$ cat src/rtl/data_fifo_pkg.sv
// Shared defaults and sizing helper for the data FIFO and its storage.
package data_fifo_pkg;

   localparam int DEF_WIDTH     = 32;
   localparam int DEF_DEPTH     = 8;
   localparam int DEF_AF_THRESH = DEF_DEPTH - 2;

   // Level must represent 0..depth inclusive, hence one bit more than a pointer.
   function automatic int level_width(input int depth);
      return $clog2(depth) + 1;
   endfunction

endpackage

$ cat src/rtl/data_fifo_mem.sv
// FIFO storage array: one synchronous write port, one asynchronous read port.
module data_fifo_mem
   import data_fifo_pkg::*;
#(
   parameter int WIDTH = DEF_WIDTH,
   parameter int DEPTH = DEF_DEPTH
) (
   input  logic                     clk,
   input  logic                     we,
   input  logic [$clog2(DEPTH)-1:0] waddr,
   input  logic [WIDTH-1:0]         wdata,
   input  logic [$clog2(DEPTH)-1:0] raddr,
   output logic [WIDTH-1:0]         rdata
);

   logic [WIDTH-1:0] mem_q [DEPTH];

   always_ff @(posedge clk) begin
      if (we) begin
         mem_q[waddr] <= wdata;
      end
   end

   // Asynchronous read keeps the head word visible in the cycle after a write.
   assign rdata = mem_q[raddr];

endmodule

$ cat src/rtl/data_fifo.sv
// First-word-fall-through FIFO with level tracking and sticky overflow/underflow flags.
module data_fifo
   import data_fifo_pkg::*;
#(
   parameter int WIDTH     = DEF_WIDTH,
   parameter int DEPTH     = DEF_DEPTH,
   parameter int AF_THRESH = DEPTH - 2
) (
   input  logic                   clk,
   input  logic                   rst,
   input  logic                   wr_en,
   input  logic [WIDTH-1:0]       wr_data,
   output logic                   full,
   output logic                   almost_full,
   input  logic                   rd_en,
   output logic [WIDTH-1:0]       rd_data,
   output logic                   empty,
   output logic [$clog2(DEPTH):0] level,
   output logic                   overflow,
   output logic                   underflow,
   input  logic                   err_clr
);

   localparam int PTR_W = $clog2(DEPTH);
   localparam int LVL_W = level_width(DEPTH);

   logic [PTR_W-1:0] wr_ptr_q, wr_ptr_d;
   logic [PTR_W-1:0] rd_ptr_q, rd_ptr_d;
   logic [LVL_W-1:0] level_q, level_d;
   logic             overflow_q, overflow_d;
   logic             underflow_q, underflow_d;
   logic             wr_acc, rd_acc;
   logic [WIDTH-1:0] mem_rdata;

   // Acceptance looks only at the registered flags, never at same-cycle traffic.
   assign empty       = (level_q == '0);
   assign full        = (level_q == LVL_W'(DEPTH));
   assign almost_full = (level_q >= LVL_W'(AF_THRESH));
   assign wr_acc      = wr_en && !full && !rst;
   assign rd_acc      = rd_en && !empty && !rst;

   always_comb begin
      wr_ptr_d    = wr_ptr_q;
      rd_ptr_d    = rd_ptr_q;
      level_d     = level_q;
      overflow_d  = overflow_q;
      underflow_d = underflow_q;
      if (err_clr) begin
         overflow_d  = 1'b0;
         underflow_d = 1'b0;
      end
      // A new error in the same cycle as err_clr wins.
      if (wr_en && full) begin
         overflow_d = 1'b1;
      end
      if (rd_en && empty) begin
         underflow_d = 1'b1;
      end
      if (wr_acc) begin
         wr_ptr_d = wr_ptr_q + 1'b1;
      end
      if (rd_acc) begin
         rd_ptr_d = rd_ptr_q + 1'b1;
      end
      case ({wr_acc, rd_acc})
         2'b10:   level_d = level_q + 1'b1;
         2'b01:   level_d = level_q - 1'b1;
         default: level_d = level_q;
      endcase
   end

   always_ff @(posedge clk) begin
      if (rst) begin
         wr_ptr_q    <= '0;
         rd_ptr_q    <= '0;
         level_q     <= '0;
         overflow_q  <= 1'b0;
         underflow_q <= 1'b0;
      end else begin
         wr_ptr_q    <= wr_ptr_d;
         rd_ptr_q    <= rd_ptr_d;
         level_q     <= level_d;
         overflow_q  <= overflow_d;
         underflow_q <= underflow_d;
      end
   end

   data_fifo_mem #(
      .WIDTH (WIDTH),
      .DEPTH (DEPTH)
   ) u_mem (
      .clk   (clk),
      .we    (wr_acc),
      .waddr (wr_ptr_q),
      .wdata (wr_data),
      .raddr (rd_ptr_q),
      .rdata (mem_rdata)
   );

   assign rd_data   = empty ? '0 : mem_rdata;
   assign level     = level_q;
   assign overflow  = overflow_q;
   assign underflow = underflow_q;

endmodule

$ cat config.mk
export PLATFORM = sky130hd
export DESIGN_NAME = data_fifo
export DESIGN_NICKNAME = d
export VERILOG_FILES = /design/src/rtl/data_fifo_pkg.sv /design/src/rtl/data_fifo_mem.sv /design/src/rtl/data_fifo.sv
export SDC_FILE = /design/constraint.sdc
export NUM_CORES = 1
export LEC_CHECK = 0
export ABC_AREA = 0
export BUFFER_PORTS_ARGS = -buffer_cell sky130_fd_sc_hd__buf_2
export CORE_MARGIN = 2
export CORE_UTILIZATION = 35
export CTS_BUF_LIST = sky130_fd_sc_hd__clkbuf_8
export DETAILED_ROUTE_END_ITERATION = 10
export GPL_TIMING_DRIVEN = 0
export HOLD_SLACK_MARGIN = 0.02
export PLACE_DENSITY = 0.51
export SETUP_SLACK_MARGIN = 0.02
export SLEW_MARGIN = 30
export SYNTH_ARGS = -nofsm -noshare
export SYNTH_HDL_FRONTEND = slang
export SYNTH_HIERARCHICAL = 1
export SYNTH_SLANG_ARGS = --single-unit
export TNS_END_PERCENT = 30
$ cat constraint.sdc
create_clock -name clk -period 11.31 [get_ports clk]
set_clock_uncertainty 0.1 [all_clocks]
set_input_delay 0.5655 -clock clk [delete_from_list [all_inputs] [get_ports clk]]
set_output_delay 0.5655 -clock clk [all_outputs]
set_load 0.01 [all_outputs]
==> run_results.csv <==
group,metric,value,unit
yosys,synth_edf_count,256,
clock_tree,cts_buffers,45,
routing,postRouteAntennaNets,0,
layout,seqCellArea,7930,um2
layout,multiInputGateArea,2630,um2
sta,rsz0062_at_grt,"false",
yosys,synth_adder_area_share,0.00775,
grt,track_usage,0.149,
sta,worstMarginPinSlew,0.884,ns
critical_path,worstPathMaxFanout,10,
grt,grt_overflow_total,0,
yosys,synth_seq_cells,268,
sta,finalHoldViolations,0,
critical_path,required,10.64,ns
yosys,yosysWarnings,6,
routing,drtIter0Drc,423,
grt,met2_usage,0.258,
yosys,synth.largest_area_cell,"edfxtp_1",
layout,nFillCells,2659,
yosys,avgSynthCellArea,22.0,um2
sta,drv_slew,0,
pwr,peakVddDrop,0.0572,mV
floorplan,die_area,31900,um2
clock_tree,cts_tree,"yes",
floorplan,core,29800,um2
yosys,syn_inst,484,
clock_tree,worstSkewPairLatency,0.54,ns
placed_design,gp_congestion,0.659,
routing,drc,0,
pwr,p_clk_frac,0.372,
pwr,switching_share,0.230,
clock_tree,path_clk_slew,0.06,ns
pwr,power_density,169,nW/um2
floorplan,start_util,0.358,
grt,top_usage_layer,"met2",
clock_tree,cts_buffer_depth,3,
sta,finalCriticalPeriod,3.36,ns
placed_design,portBuffers,77,
placed_design,place.detailed.hpwl,15100,um
placed_design,dp_slack,8.03,ns
routing,wire_per_inst,21.8,um
yosys,synth-compound-area-share,0.00517,
yosys,synth_simple_gate_area_share,0.0392,
routing,wirelength,23000,um
critical_path,slowest_delay,0.43,ns
critical_path,crit_buf_inv,3,
critical_path,cpMaxStageDelayCell,"clkbuf_1",
routing,vias,5143,
floorplan,io_pins,78,
yosys,synthMuxAreaShare,0.185,
yosys,seq_area_frac_synth,0.744,
pwr,p_int,0.00167,W
yosys,syn-cell-area,10700,um2
yosys,synth.area.top_cells,"edfxtp_1 72%, mux4_1 9.9%, mux4_2 5.1%",
routing,vias_per_cell,4.88,
placed_design,place_area,12000,um2
grt,use_met1,0.189,
routing,drtPass1Iterations,4,
grt,grt_pass1_vias,5603,
clock_tree,cts_setup_buffers,0,
pwr,total_power,0.00217,W
critical_path,crit_top_cell,"buf_2",
sta,period_share,0.297,
pwr,p_leak,4.35,nW
clock_tree,clockRootBuffer,"clkbuf_8",
sta,tns,0,ns
clock_tree,htreeDepth,2,
floorplan,dieWidth,179,um
pwr,seq_power_share,0.513,
grt,grt_pass1_wl,34200,um
clock_tree,cts_resized,0,
grt,antenna_found_initial,2,
layout,area_growth,20.2,%
floorplan,die_h,179,um
clock_tree,holdBufCountCts,0,
yosys,syn_nets,527,
floorplan,rows,63,
layout,fin_area,12800,um2
critical_path,critPathTopFamily,"buffers and inverters",
sta,slew_headroom,0.406,
yosys,yosysUniqueCellTypes,31,
grt,grt.met3_usage,0.0339,
pwr,combPwrFrac,0.115,
critical_path,crit_type,"flop to output pin",
critical_path,crit_path_start_kind,"flop",
outcome,status,"finished clean",
layout,drive_gt1_frac,0.358,
yosys,yosysMostFrequentCell,"edfxtp_1",
yosys,synth_top_area_frac,0.721,
sta,finalSetupViolCount,0,
yosys,synth_async_sr_flop_share,0,
critical_path,crit_arrival,2.70,ns
pwr,switchingPower,0.000499,W
sta,fmax,0.297,GHz
layout,nNetsFinal,673,
hold_path,hp-class,"input pin to flop",
critical_path,crit_chain,"clkbuf_1 > buf_2 > mux4_2 > mux2_2 > nor2b_1 > buf_2",
flow_run,maxCapViolations,0,
sta,setup_slack,7.95,ns
critical_path,endpoint_kind,"output pin",
grt,grt_max_degree,17,
yosys,synthFlopType,"edfxtp_1",
yosys,yosys-top-cells-count,"256 x edfxtp_1, 40 x mux4_1, 34 x nor2b_1",
yosys,synth_top_family_by_area,"multiplexers",
clock_tree,clkSinkCount,268,
yosys,synth_xor_area_frac,0.00411,
==> metrics by stage <==
step           cells  utilization  hold slack [ns]
2_1_floorplan    484            -            0.345
3_3_place_gp     951        0.387            0.357
3_5_place_dp     973        0.401            0.376
4_1_cts         1052        0.430            0.119
5_1_grt         1052        0.430            0.134
6_report        1054        0.430            0.158
==> power by group through the flow <==
stage               registers, W  clock network [W]  logic, W
finish                   0.00111           0.000808  0.000249
floorplan                0.00113                  0  0.000156
global placement         0.00113                  0  0.000244
detailed placement       0.00113                  0  0.000254
CTS                      0.00111           0.000836  0.000255
global route             0.00111           0.000879  0.000273
==> sequential cells by signal, indices dropped and copies added (netlist names) <==
register     flops
level            4
overflow         1
rd_ptr_q         3
u_mem/mem_q    256
underflow        1
wr_ptr_q         3
==> worst paths after layout <==
path / startpoint / endpoint / slack [ns] / cells after the start
hold reg to reg: wr_ptr_q[2] / wr_ptr_q[2] / 0.38 / 1
setup reg to reg: level[0] / level[3] / 8.04 / 9
setup / recovery: rd_ptr_q[2] / rd_data[5] / 7.95 / 6
hold / removal: rst / level[3] / 0.16 / 2
==> layout by cell type (no fill, tap or decap), drive strengths merged, types with 2 or more instances in the layout <==
cell	n
edfxtp	256
buf	117
mux4	64
clkbuf	50
nor2b	34
mux2	32
inv	19
nor2	18
clkinv	15
dfxtp	12
a21oi	7
nand2b	6
ha	5
xor2	4
nand2	4
bufinv	3
diode	2
mux2i	2
nor3	2
==> layer usage <==
layer	vias to the layer above	share of wire	wire (um)
li1	2323	-	-
met1	2678	0.44	10000
met2	105	0.50	11600
met3	37	0.044	1020
met4	0	0.016	361
met5	-	0	0
==> cells by family (layout without fill, tap and decap cells) <==
logic type	count (synthesis)	in the layout
multiplexers	98	98
flip-flops	268	268
adder cells (fa/ha/maj)	6	6
AO/OA/AOI/OAI	10	10
XOR/XNOR	5	5
other	0	2
AND/OR/NAND/NOR	71	71
buffers and inverters	26	204
==> worst register-to-register path: cells and delay by family, from the launching register on <==
kind | cells | cell delay [ns]
flip-flops | 1 | 0.39
AO/OA/AOI/OAI | 3 | 0.49
AND/OR/NAND/NOR | 4 | 1.66
adder cells (fa/ha/maj) | 2 | 0.58
==> layout make-up <==
class,instances,area share
Tap cell,390,0.0381
Inverter,4,0.00117
Buffer,22,0.0112
Multi-Input combinational cell,190,0.205
Clock inverter,33,0.0169
Antenna cell,2,0.000391
Sequential cell,268,0.619
Clock buffer,46,0.0494
Timing Repair Buffer,99,0.0591
(Power assumes the default switching activity.)
